<file path="config.mk">
export PLATFORM = sky130hd
export DESIGN_NAME = core_tile_seq
export DESIGN_NICKNAME = d
export VERILOG_FILES = /design/src/rtl/core_tile_seq.sv
export SDC_FILE = /design/constraint.sdc
export NUM_CORES = 1
export LEC_CHECK = 0
export BUFFER_PORTS_ARGS = -buffer_cell sky130_fd_sc_hd__buf_2
export CORE_MARGIN = 4
export CORE_UTILIZATION = 62
export DETAILED_ROUTE_END_ITERATION = 10
export PLACE_DENSITY = 0.88
export SYNTH_ARGS = -nofsm -noshare
export SYNTH_HDL_FRONTEND = slang
export SYNTH_SLANG_ARGS = --single-unit
</file>
<file path="constraint.sdc">
create_clock -name clk -period 4.9 [get_ports clk]
set_input_delay 0.98 -clock clk [delete_from_list [all_inputs] [get_ports clk]]
set_output_delay 0.98 -clock clk [all_outputs]
set_load 0.05 [all_outputs]
</file>
<file path="src/rtl/core_tile_seq.sv">
// core_tile_seq: WS/OS tile sequencer driving xmem reads, array strobes, drain wait and psum writeback.
// Define CORE_SEQ_PERF_EN to add the cyc_cnt/stall_cnt performance counters.
module core_tile_seq #(
    parameter int row    = 8,
    parameter int col    = 8,
    parameter int addr_w = 11,
    parameter int tile_w = 8
) (
    input  logic              clk,
    input  logic              reset,
    input  logic              start,
    input  logic              mode,
    input  logic [addr_w-1:0] num_k,
    input  logic [tile_w-1:0] num_tiles,
    input  logic [addr_w-1:0] x_base,
    input  logic [addr_w-1:0] psum_base,
    input  logic              stall,
    output logic              xmem_cen,
    output logic              xmem_wen,
    output logic [addr_w-1:0] xmem_addr,
    output logic              psum_cen,
    output logic              psum_wen,
    output logic [addr_w-1:0] psum_addr,
    output logic              l0_wr,
    output logic              w_load,
    output logic              execute,
    output logic              ofifo_rd,
    output logic              mode_out,
    output logic              busy,
    output logic              done
`ifdef CORE_SEQ_PERF_EN
    ,
    output logic [31:0]       cyc_cnt,
    output logic [31:0]       stall_cnt
`endif
);
    localparam int cw = (addr_w > $clog2(row + col) ? addr_w : $clog2(row + col)) + 1;

    typedef enum logic [2:0] {IDLE, WLOAD, EXEC, DRAIN, WBACK, FIN} stateT;

    stateT             state, nextState;
    logic [cw-1:0]     cnt, kLen, len;
    logic [tile_w-1:0] tileCnt, tilesR;
    logic [addr_w-1:0] xPtr, pPtr;
    logic              inRun, advance, last, xAcc, pAcc;

    assign xmem_wen = 1'b1;

    // Pointers and cnt describe the next access to issue; outputs show the access just issued.
    always_comb begin
        inRun     = state inside {WLOAD, EXEC, DRAIN, WBACK};
        advance   = inRun && !stall;
        xAcc      = advance && (state == WLOAD || state == EXEC);
        pAcc      = advance && state == WBACK;
        len       = state == WLOAD ? cw'(row) : state == EXEC ? kLen :
                    state == DRAIN ? cw'(row + col - 1) : mode_out ? cw'(row) : kLen;
        last      = cnt == len - cw'(1);
        nextState = state == WLOAD ? EXEC : state == EXEC ? DRAIN : state == DRAIN ? WBACK :
                    tileCnt + tile_w'(1) != tilesR ? (mode_out ? EXEC : WLOAD) : FIN;
    end

    always_ff @(posedge clk or posedge reset) begin
        if (reset) begin
            state     <= IDLE;
            cnt       <= '0;
            kLen      <= '0;
            tileCnt   <= '0;
            tilesR    <= '0;
            xPtr      <= '0;
            pPtr      <= '0;
            xmem_cen  <= 1'b1;
            xmem_addr <= '0;
            psum_cen  <= 1'b1;
            psum_wen  <= 1'b1;
            psum_addr <= '0;
            l0_wr     <= 1'b0;
            w_load    <= 1'b0;
            execute   <= 1'b0;
            ofifo_rd  <= 1'b0;
            mode_out  <= 1'b0;
            busy      <= 1'b0;
            done      <= 1'b0;
`ifdef CORE_SEQ_PERF_EN
            cyc_cnt   <= '0;
            stall_cnt <= '0;
`endif
        end else begin
            xmem_cen <= !xAcc;
            l0_wr    <= xAcc;
            w_load   <= xAcc && state == WLOAD;
            execute  <= xAcc && state == EXEC;
            psum_cen <= !pAcc;
            psum_wen <= !pAcc;
            ofifo_rd <= pAcc;
            busy     <= inRun;
            done     <= state == FIN;
            if (xAcc) begin
                xmem_addr <= xPtr;
                xPtr      <= xPtr + addr_w'(1);
            end
            if (pAcc) begin
                psum_addr <= pPtr;
                pPtr      <= pPtr + addr_w'(1);
            end
            if (state == IDLE && start) begin
                state    <= num_tiles == '0 ? FIN : mode ? EXEC : WLOAD;
                mode_out <= mode;
                kLen     <= num_k == '0 ? cw'(1) : cw'(num_k);
                tilesR   <= num_tiles;
                tileCnt  <= '0;
                cnt      <= '0;
                xPtr     <= x_base;
                pPtr     <= psum_base;
            end else if (state == FIN) begin
                state <= IDLE;
            end else if (advance) begin
                cnt <= last ? '0 : cnt + cw'(1);
                if (last) state <= nextState;
                if (last && state == WBACK) tileCnt <= tileCnt + tile_w'(1);
            end
`ifdef CORE_SEQ_PERF_EN
            cyc_cnt   <= state == IDLE && start ? '0 : cyc_cnt + 32'(inRun);
            stall_cnt <= state == IDLE && start ? '0 : stall_cnt + 32'(inRun && stall);
`endif
        end
    end
endmodule

</file>
### Word level (Yosys, flattened, before mapping)

Cells that the tools add are included.
W data, S select, Z words.

* bits in latches: 0
* ROM bits: 0
* bits in registers: 96
* logic and storage cells: 83
* bits of input ports: 46
* output and inout bits: 33
* RAM bits: 0
* memories kept: 0

* $mul: 0
* order comparisons: 0
* add/sub/neg operators: 5
* bitwise logic cells: 0
* reduce and logical (&&, ||, !) cells: 24
* muxes and demuxes: 28
* equal/unequal tests: 8
* shift operators: 0
* divide/modulo/power cells: 0

Operators with widths (count)
* $mux W12: 8
* $mux W11: 5
* $mux W8: 4
* $mux W3: 9
* $add A11 B1 Y11 const B: 2
* $add A12 B1 Y12 const B: 1
* $eq A12 B12 Y1: 1
* $sub A12 B1 Y12 const B: 1
* $logic_not A11 Y1: 1
* $add A8 B1 Y8 const B: 1
* $logic_not A8 Y1: 1
* $ne A8 B8 Y1: 1
* $reduce_bool A2 Y1: 4
* $logic_and A1 B1 Y1: 7
* $eq A3 B2 Y1 const B: 2
* $eq A3 B3 Y1 const B: 2
* $reduce_bool A3 Y1: 2
* $mux W2: 2
* $reduce_and A2 Y1: 2
* $reduce_bool A4 Y1: 1
* $eq A3 B1 Y1 const B: 1
* $logic_not A1 Y1: 3
* $logic_not A3 Y1: 1
* $reduce_and A3 Y1: 1
* other kinds (2): 2

### Logic depth before layout (Yosys ltp)

Gate-level depths: netlist (run 1).

* word-level depth: 11
* gate-level depth with buffers: 15
* mapped depth without buffers: 12

### Worst setup path after synthesis (run 1)

No wires, ideal clock.

* path kind: register to register
* start: register mode_out
* end: register tileCnt[4]
* data required time: 4.769 ns
* library setup time: 0.131 ns
* clock period less this slack: 3.337 ns
* setup slack: 1.563 ns
* cell stages (with the launch flop): 13
* arrival time: 3.206 ns
* cells stage by stage: dfrtp_1 -> clkbuf_1 -> o21ai_1 -> o21ai_0 -> ha_1 -> nand2b_1 -> o31a_1 -> o21ai_0 -> xor2_1 -> o211a_1 -> nand4_4 -> and3_1 -> or3_1

* longest elaborated chain between the ends: 9

RTL lines
* start, declared: line 28 `output logic mode_out,`
* start signal, assigned: line 107 `mode_out <= mode;`
* $mux W12 (2 in a row): line 56 `state == DRAIN ? cw'(row + col - 1) : mode_out ? cw'(row) : kLen;`
* $mux W12 (2 in a row): line 55 `len = state == WLOAD ? cw'(row) : state == EXEC ? kLen :`
* $sub A12 B1 Y12: line 57 `last = cnt == len - cw'(1);`
* $eq A12 B12 Y1: line 57
* $logic_and A1 B1 Y1: line 119 `if (last && state == WBACK) tileCnt <= tileCnt + tile_w'(1);`
* $reduce_bool A2 Y1 (no source line)
* $reduce_and A3 Y1 (no source line)
* end signal, assigned: line 119
* end, declared: line 43 `logic [tile_w-1:0] tileCnt, tilesR;`

No other way between the ends.
A chain may end at the register's enable or synchronous reset.

### Worst setup path after layout (run 1)

* start: register state[0]
* end: register tileCnt[4]

* longest elaborated chain between the ends: 9
* elaborated cells on any way between the ends: 20
* classes of those cells: add/sub: 1; eq/ne: 7; mux: 4; reduce/logical: 8

RTL lines
* start, declared: line 41 `stateT state, nextState;`
* start signal, assigned: line 106 `state <= num_tiles == '0 ? FIN : mode ? EXEC : WLOAD;`
* start signal, assigned: line 118 `if (last) state <= nextState;`
* $eq A3 B2 Y1: line 51, 56
* $mux W12: line 56
* $mux W12 (2 in a row): line 55
* $sub A12 B1 Y12: line 57
* $eq A12 B12 Y1: line 57
* $logic_and A1 B1 Y1: line 119
* $reduce_bool A2 Y1 (no source line)
* $reduce_and A3 Y1 (no source line)

Several ways; a longest one is shown, not always the timed one.

==> impl_summary.md, run 1 <==
Outcome
The run finished with clean final reports.

Clock network
The clock sink total is 95. The clock reaches the later pin of the worst-skew pair after 0.36 ns. After clock tree synthesis, the repair step resized 0 gates. The clock transition at the register clock pins on the worst setup and hold paths after CTS is 0.11 ns.

The CTS tree is yes. The post-CTS setup buffer count is 0. The clock passes through at most 2 buffers.

The total clock buffers created by CTS is 9. The tree is rooted in a sky130_fd_sc_hd__clkbuf_8. Buffers inserted to repair hold after CTS numbered 0. The maximum level of the CTS H-tree is 3.

Cells and area
The net count of the finished layout is 736. The library cell used most frequently in the layout, excluding fill and tap cells, is sky130_fd_sc_hd__nand2_1. The post-route netlist has 15.65% of its cells at a drive strength greater than 1.

The number of fill cells is 639. 0 antenna diodes ended up in the layout. Relative to the synthesized area, the layout overhead comes to 11.74%. In the layout the commonest cells are sky130_fd_sc_hd__nand2_1, sky130_fd_sc_hd__dfrtp_1, sky130_fd_sc_hd__buf_2, sky130_fd_sc_hd__nor2_1, sky130_fd_sc_hd__o21ai_0. In the final layout, the multi-input gates occupy 2726 um^2. After the flow finishes, the layout carries non-filler instances totaling 795. Across the whole layout, storage elements account for 2380 um^2.

Synth
The number of nets in the synthesized netlist is 682. The post-synthesis cell count is 631. The top-area cell type share of the netlist area is 43.76%. The post-synthesis area per instance is 8.427 um^2.

The post-synthesis sequential area ratio is 44.75%. Among all flip-flop cells after synthesis, the most frequent one is sky130_fd_sc_hd__dfrtp_1. The synthesized netlist contains 67 unique library cells.

The post-synthesis sequential element count is 95. Sorting the synthesized cells by area gives the leading types as sky130_fd_sc_hd__dfrtp_1, sky130_fd_sc_hd__nand2_1, sky130_fd_sc_hd__xor2_1, sky130_fd_sc_hd__o21ai_0, sky130_fd_sc_hd__nand3_1. The share of synthesized registers carrying an async set or reset is 100.0%. The dominant cell type by area after synthesis is sky130_fd_sc_hd__dfrtp_1. The area of the mapped netlist is 5318 um^2.

During synthesis, Yosys emitted a total of 0 warnings. The number of synthesized flops with an enable pin is 0.

Die
For this configuration, the core starts out at a cell density of 64.07%. The width of the die is 100.6 um. The number of ports placed on the die boundary is 79. The die footprint is 10120 um^2. The floorplan die height is 100.6 um. The floorplan row count is 33.

The floorplan step defined a core boundary enclosing 8299 um^2.

Worst setup path
Data on the critical path is required at its endpoint by 5.14 ns. The total number of cells along the worst setup path is 12. The critical path in this run is classified as reg -> reg.

The largest delay contributor family on the critical path is simple AND/OR/NAND/NOR gates. The critical path ends at tileCnt[4]$_DFFE_PP0P_. The worst register-to-register path ends at tileCnt[4]$_DFFE_PP0P_. The critical path's slowest cell is sky130_fd_sc_hd__dfrtp_1. STA classifies the critical path endpoint as a flip-flop. Across all register-to-register paths, the minimum setup slack is 0.91 ns. The maximum fanout encountered on the critical timing path is 17. The critical path goes through nor2b_1 -> o21ai_1 -> o21ai_0 -> ha_1 -> nand2b_1 -> o31a_1 -> o21ai_0 -> xor2_1 -> o211a_1 -> nand4_4 -> and3_1 -> or3_1. In this run the critical register-to-register path is launched from state[0]$_DFFE_PP0P_.

The critical path arrival is 4.23 ns. The number of cells on the worst reg-to-reg path is 12. The first element of the critical path is state[0]$_DFFE_PP0P_. The startpoint kind of the worst setup timing path is a flip-flop.

For this run, the slowest stage of the critical path takes 0.54 ns. The combined buffer and inverter count along the critical path is 0. The most numerous cell type found on the critical path is sky130_fd_sc_hd__o21ai_0.

STA
The total negative setup slack is 0 ns. The number of setup violations in the final report is 0. Setup repair after global routing left no endpoint under its margin. The final number of hold-violating endpoints was 0. For the pin with the worst max-slew slack, the measured transition is 1.046 ns. The worst hold slack after final layout is 0.4796 ns. After layout, the minimum clock period comes to 3.995 ns. The final cycle utilization of the critical path is 81.53%.

Based on the critical path, the design can be clocked at up to 250.3 MHz. The worst slew margin relative to its limit is 30.29%. Between clock sinks in the finished design, the worst skew comes to 0.01765 ns.

The max-slew violation count is 0.

Route
The first-iteration detailed-routing DRC count is 293. The post-detailed-route via-to-cell ratio is 5.966. The first detailed-routing pass took 5 iterations. In the routed design, unresolved DRC markers number 0. Summed over all layers, the routed wires come to 13280 um. After detailed routing, the average wire length per cell comes to 16.71 um. The final route contains 4743 vias. The count of nets left with antenna violations after detail routing is 0.

Job
The tool flagged a number of max-cap violations equal to 0.

Power
Summed over all cells, the static leakage comes to 2.892 nW. The power per standard cell area is 246.7 nW/um^2. The maximum ir drop on the vdd rail is 0.0001737 V.

Global route
The residual overflow from global routing is 0. The via count of the first global-routing pass is 4618. The initial antenna violation count was 0. The first global-routing pass estimated 21830 um of wire. The combined global-route utilization of all metal layers is 26.73%. Entering global routing, the biggest net connects 62 pins.

Hold path
The tightest min-delay check is of the reg -> reg type.

Placed design
Once placement completed, the tool counted placed cells totaling 779. Input and output buffers added on the ports amount to 77. The HPWL after detailed placement is 9525 um. Routability-driven placement finished with a final weighted congestion of 0.9777.
-- flip-flops by register name, summed over array words and instances, names as in the netlist --
name	count
mode_out	1
done	1
state	3
execute	1
cnt	12
psum_addr	11
busy	1
w_load	1
xmem_addr	11
pPtr	11
tileCnt	8
xPtr	11
psum_wen	1
l0_wr	1
xmem_cen	1
tilesR	8
kLen	11
ofifo_rd	1
-- where the power goes --
part	internal (mW)	total [mW]	switching, mW
Clock	0.343	0.631	0.288
Sequential	0.786	0.789	0.00322
Combinational	0.0165	0.0452	0.0287
-- metrics by stage --
step / power, mW / area, um^2 / setup slack (ns) / utilization, %
finish: 1.466 / 5942 / 0.9052 / 71.60
global route: 1.514 / 5942 / 0.6356 / 71.60
CTS: 1.476 / 5942 / 0.9747 / 71.60
detailed placement: 0.8507 / 5699 / 1.003 / 68.67
global placement: 0.8498 / 5699 / 1.148 / 68.67
floorplan: 0.8235 / 5318 / 1.446 / -
-- kinds of logic (layout without fill, tap and decap cells) --
logic type	count (synthesis)	after routing	share of synthesized area, %
compound gates	113	113	14.54
xor+xnor	34	34	5.600
fa+ha+maj	5	5	1.176
buf+inv	50	109	3.976
flops	95	95	44.75
mux	4	4	0.7765
other cells	1	1	0.07052
simple gates	329	329	29.11
-- worst min-delay path: cells and delay by family, from the launching register on --
kind             cells  cell delay [ns]
and+or+nand+nor      2             0.10
DFF                  1             0.35
-- per-layer routing --
metal  vias to the layer above  wire (um)  track usage, %
met5                         -          0               0
met4                         0        250           9.430
met3                        18        654           4.498
met2                       128       6788           45.92
met1                      2299       5588           34.03
li1                       2298          -               -
-- cell usage after synthesis (all sizes together), types with 2 or more instances --
master	instances
o21ai	39
a211o	3
nand2b	11
a21oi	13
o41ai	2
o211a	2
nor3	15
o22ai	3
xnor2	15
nor2b	11
xor2	19
a311oi	4
inv	11
nand2	174
o311ai	3
or3	8
a2111oi	3
nand3	28
nor2	37
nand4	9
a22oi	4
buf	10
and2	6
mux2i	3
and3	7
a211oi	10
or2	2
o32ai	2
and3b	3
clkbuf	28
nor4	10
or4	3
o211ai	2
ha	5
a31oi	8
a221o	2
dfstp	2
a21o	3
dfrtp	93
-- worst min-delay path by stage --
stage / start / to / slack, ns / depth (start not counted)
6_report: psum_addr[7]$_DFFE_PP0P_ / psum_addr[7]$_DFFE_PP0P_ / 0.48 / 2
5_1_grt: psum_addr[7]$_DFFE_PP0P_ / psum_addr[7]$_DFFE_PP0P_ / 0.52 / 2
4_1_cts: psum_addr[8]$_DFFE_PP0P_ / psum_addr[8]$_DFFE_PP0P_ / 0.48 / 2
3_5_place_dp: xmem_addr[7]$_DFFE_PP0P_ / xmem_addr[7]$_DFFE_PP0P_ / 0.46 / 2
3_3_place_gp: psum_addr[7]$_DFFE_PP0P_ / psum_addr[7]$_DFFE_PP0P_ / 0.45 / 2
2_1_floorplan: xPtr[5]$_DFFE_PP0P_ / xmem_addr[5]$_DFFE_PP0P_ / 0.45 / 2
-- layout make-up --
type	count	share of cell area (%)
inverters	12	0.7791
clock buffers	10	2.148
repair buffers	81	6.991
multi-input cells	486	45.88
clock inverters	6	1.937
well taps	105	2.211
flip-flops and latches	95	40.05
No activity file was read; power rests on OpenSTA's default activity.
==> inputs of run 2 (changes only) <==
Settings changed: CORE_UTILIZATION 62 to 52, PLACE_DENSITY 0.88 to 0.79.
Clock period 4.9 ns to 3.55 ns, I/O delays scaled along.
==> run 2 against run 1 <==
Sequential power grew 38%. Cell count up 5.3%. Critical path depth is the same. Sequential share of layout area down 0.43 points. Clock power is 1% higher. Maximum frequency rose by 25%.
==> impl_summary.md, run 2 (synthesis results as in run 1) <==
Global route
The initial antenna violation count is 0. In the global route stage, overall resource usage came out at 22.55%. After global routing the overflow that remains totals 0. The largest net degree at the start of global routing is 69. The via count of the first global-routing pass came to 4423. The first global-routing pass estimated 21420 um of wire.

Route
After detailed routing, the number of remaining DRC violations is 0. The detailed router put a total of 5797 um of wire on met1. Wire segments on met2 add up to 6242 um in the final route.

The top metal layer carrying routed signals is met4. The count of nets left with antenna violations once routing finished came out at 0. The met3 wirelength from detailed routing is 718 um. In the final routed layout, each cell accounts on average for 15.53 um. The first-iteration detailed-routing DRC count is 297. The post-detailed-route via-to-cell ratio is 5.608. The routed layout has 4694 vias.

The length of the first detailed-routing pass in iterations is 4. Wires add up to 13000 um.

Clock network
The quantity of gates resized following cts is 0. The clock tree synthesis step divided the H-tree into 3 levels. After clock tree synthesis, the setup repair step added 0 buffers. Counting the buffers created by CTS gives 9. The cell sitting at the root of the clock tree is a sky130_fd_sc_hd__clkbuf_8.

The clock latency reported for the late side of the worst-skew pair is 0.36 ns. The clock passes through at most 2 buffers. The quantity of hold-fixing buffers added after cts is 0. TritonCTS built the clock tree.

After clock tree synthesis, the clock-pin slew on the worst setup and hold paths is 0.10 ns. The tree built by TritonCTS fans out to 95 sinks.

Cells and area
Counting flops per register, the top entry is cnt. Counting the fill cells in the layout gives 892. The net count reported at finish is 750. In the layout the commonest cells are sky130_fd_sc_hd__nand2_1, sky130_fd_sc_hd__dfrtp_1, sky130_fd_sc_hd__buf_2, sky130_fd_sc_hd__nor2_1, sky130_fd_sc_hd__o21ai_0. 0 antenna diodes ended up in the layout.

Compared with the post-synthesis result, the final layout area differs by 12.94%. The most common cell after layout, fill and taps aside is sky130_fd_sc_hd__nand2_1. The flip-flop count of the largest register after layout is 12.

The final non-filler cell area is 6006 um^2. The ratio of cells with drive above 1 in the final layout is 17.33%.

Power
For this design the total switching power over the nets is 424.2 uW. The clock network fraction of total power is 35.6%. Combinational logic is responsible for 3.6% of the overall power.

The sequential fraction of design power is 60.9%. The leakage power of the design is 2.930 nW. Of the total power, the share spent switching nets is 23.70%. The maximum ir drop on the vdd rail is 0.0001870 V. The power per standard cell area is 298.1 nW/um^2. The internal portion of the total power is 1.366 mW.

Die
The initial core utilization is 53.91%. The placeable core area is 9864 um^2. Measured along the y axis, the die boundary spans 109.1 um.

The die is 109.1 um wide. The die covers 11910 um^2. The floorplan has 36 rows. The number of ports placed on the die boundary is 79.

STA
The final number of hold-violating endpoints was 0. The final period demand of the worst path is 3.194 ns. The total negative setup slack is 0 ns.

The worst pin sits at a relative slew slack of 44.75%. Timing would allow up to 313.1 MHz. The max-slew violation count is 0. Setup violations remaining at the end of the flow were counted as 0.

The post-route clock skew is 0.01156 ns. The worst path uses 89.97% of the clock period. For the pin with the worst max-slew slack, the measured transition is 0.8288 ns. Setup repair after global routing left no endpoint under its margin. The least setup slack across all paths after layout is 0.3559 ns.

Worst setup path
By startpoint and endpoint, the worst setup path is classified as reg -> reg. In this run the worst path has a maximum fanout of 16. The required time reported for the critical path endpoint is 3.78 ns. The startpoint kind of the worst setup timing path is a flip-flop. The critical path capture point type is a flip-flop. For the worst setup path, the data arrival time is 3.43 ns.

Placed design
During placement, the flow inserted port buffers numbering 77. The final HPWL from detailed placement is 9571 um. The final weighted congestion of routability-driven global placement is 0.9107. At the placement stage, the worst setup path has a slack of 0.3735 ns.

The placed instances occupy a cell area of 5842 um^2.

Job
Max-cap violations in this run came to 0.

Outcome
The flow ran to the end, and the final reports show no timing, DRC or antenna violations.

Hold path
The min-delay analysis places its worst path in the category reg -> reg.
==> run 2: layout make-up <==
class,count,area (um^2),share of cell area (%)
sequential,95,2380,39.62
inverter,12,47.55,0.7917
multi-input combinational,486,2728,45.42
timing repair buffer,95,520.5,8.667
clock inverter,5,32.53,0.5417
tap,133,166.4,2.771
clock buffer,11,131.4,2.188
==> run 2: metrics by stage <==
stage                     std cells  power, mW  utilization, %  hold WS [ns]
after global routing            837      1.855           60.88        0.5160
after floorplan                 631      1.137               -        0.4537
after CTS                       837      1.810           60.88        0.4809
after detailed placement        821      1.176           59.22        0.4568
after global placement          821      1.175           59.22        0.4525
final                           837      1.790           60.88        0.4788
==> run 2: layer usage <==
| layer | global-route usage, % | vias to the layer above |
|---|---|---|
| met5 | 0 | - |
| met1 | 30.60 | 2236 |
| li1 | - | 2319 |
| met4 | 6.402 | 0 |
| met2 | 36.71 | 121 |
| met3 | 4.559 | 18 |
==> run 2: path summary, 6_finish.rpt <==
check	from	to	slack (ns)	depth (start not counted)
max	state[0]$_DFFE_PP0P_	tileCnt[4]$_DFFE_PP0P_	0.36	12
min in group asynchronous	reset	tilesR[2]$_DFFE_PP0P_	0.49	2
max in group asynchronous	reset	xmem_addr[4]$_DFFE_PP0P_	2.29	3
min	psum_addr[7]$_DFFE_PP0P_	psum_addr[7]$_DFFE_PP0P_	0.48	2
max reg2reg	state[0]$_DFFE_PP0P_	tileCnt[4]$_DFFE_PP0P_	0.36	12
min reg2reg	psum_addr[7]$_DFFE_PP0P_	psum_addr[7]$_DFFE_PP0P_	0.48	2
==> run 2: power groups by stage <==
stage / clock [mW] / sequential (mW) / combinational, mW
2_1_floorplan: 0 / 1.11 / 0.0251
3_3_place_gp: 0 / 1.11 / 0.0647
3_5_place_dp: 0 / 1.11 / 0.0660
4_1_cts: 0.655 / 1.09 / 0.0660
5_1_grt: 0.692 / 1.09 / 0.0728
6_report: 0.637 / 1.09 / 0.0637
==> run 2: worst max-delay path, cell delays in order, from the launching register on <==
cell and delay, ns:
sky130_fd_sc_hd__dfrtp_1 0.51, sky130_fd_sc_hd__and3b_1 0.32, sky130_fd_sc_hd__o21ai_0 0.19, sky130_fd_sc_hd__ha_1 0.28, sky130_fd_sc_hd__inv_1 0.07, sky130_fd_sc_hd__nor2_1 0.17, sky130_fd_sc_hd__nand2_1 0.10, sky130_fd_sc_hd__o41ai_1 0.56
sky130_fd_sc_hd__nor4_4 0.14, sky130_fd_sc_hd__nand4_4 0.10, sky130_fd_sc_hd__buf_4 0.21, sky130_fd_sc_hd__nor2_1 0.06, sky130_fd_sc_hd__or3_1 0.34
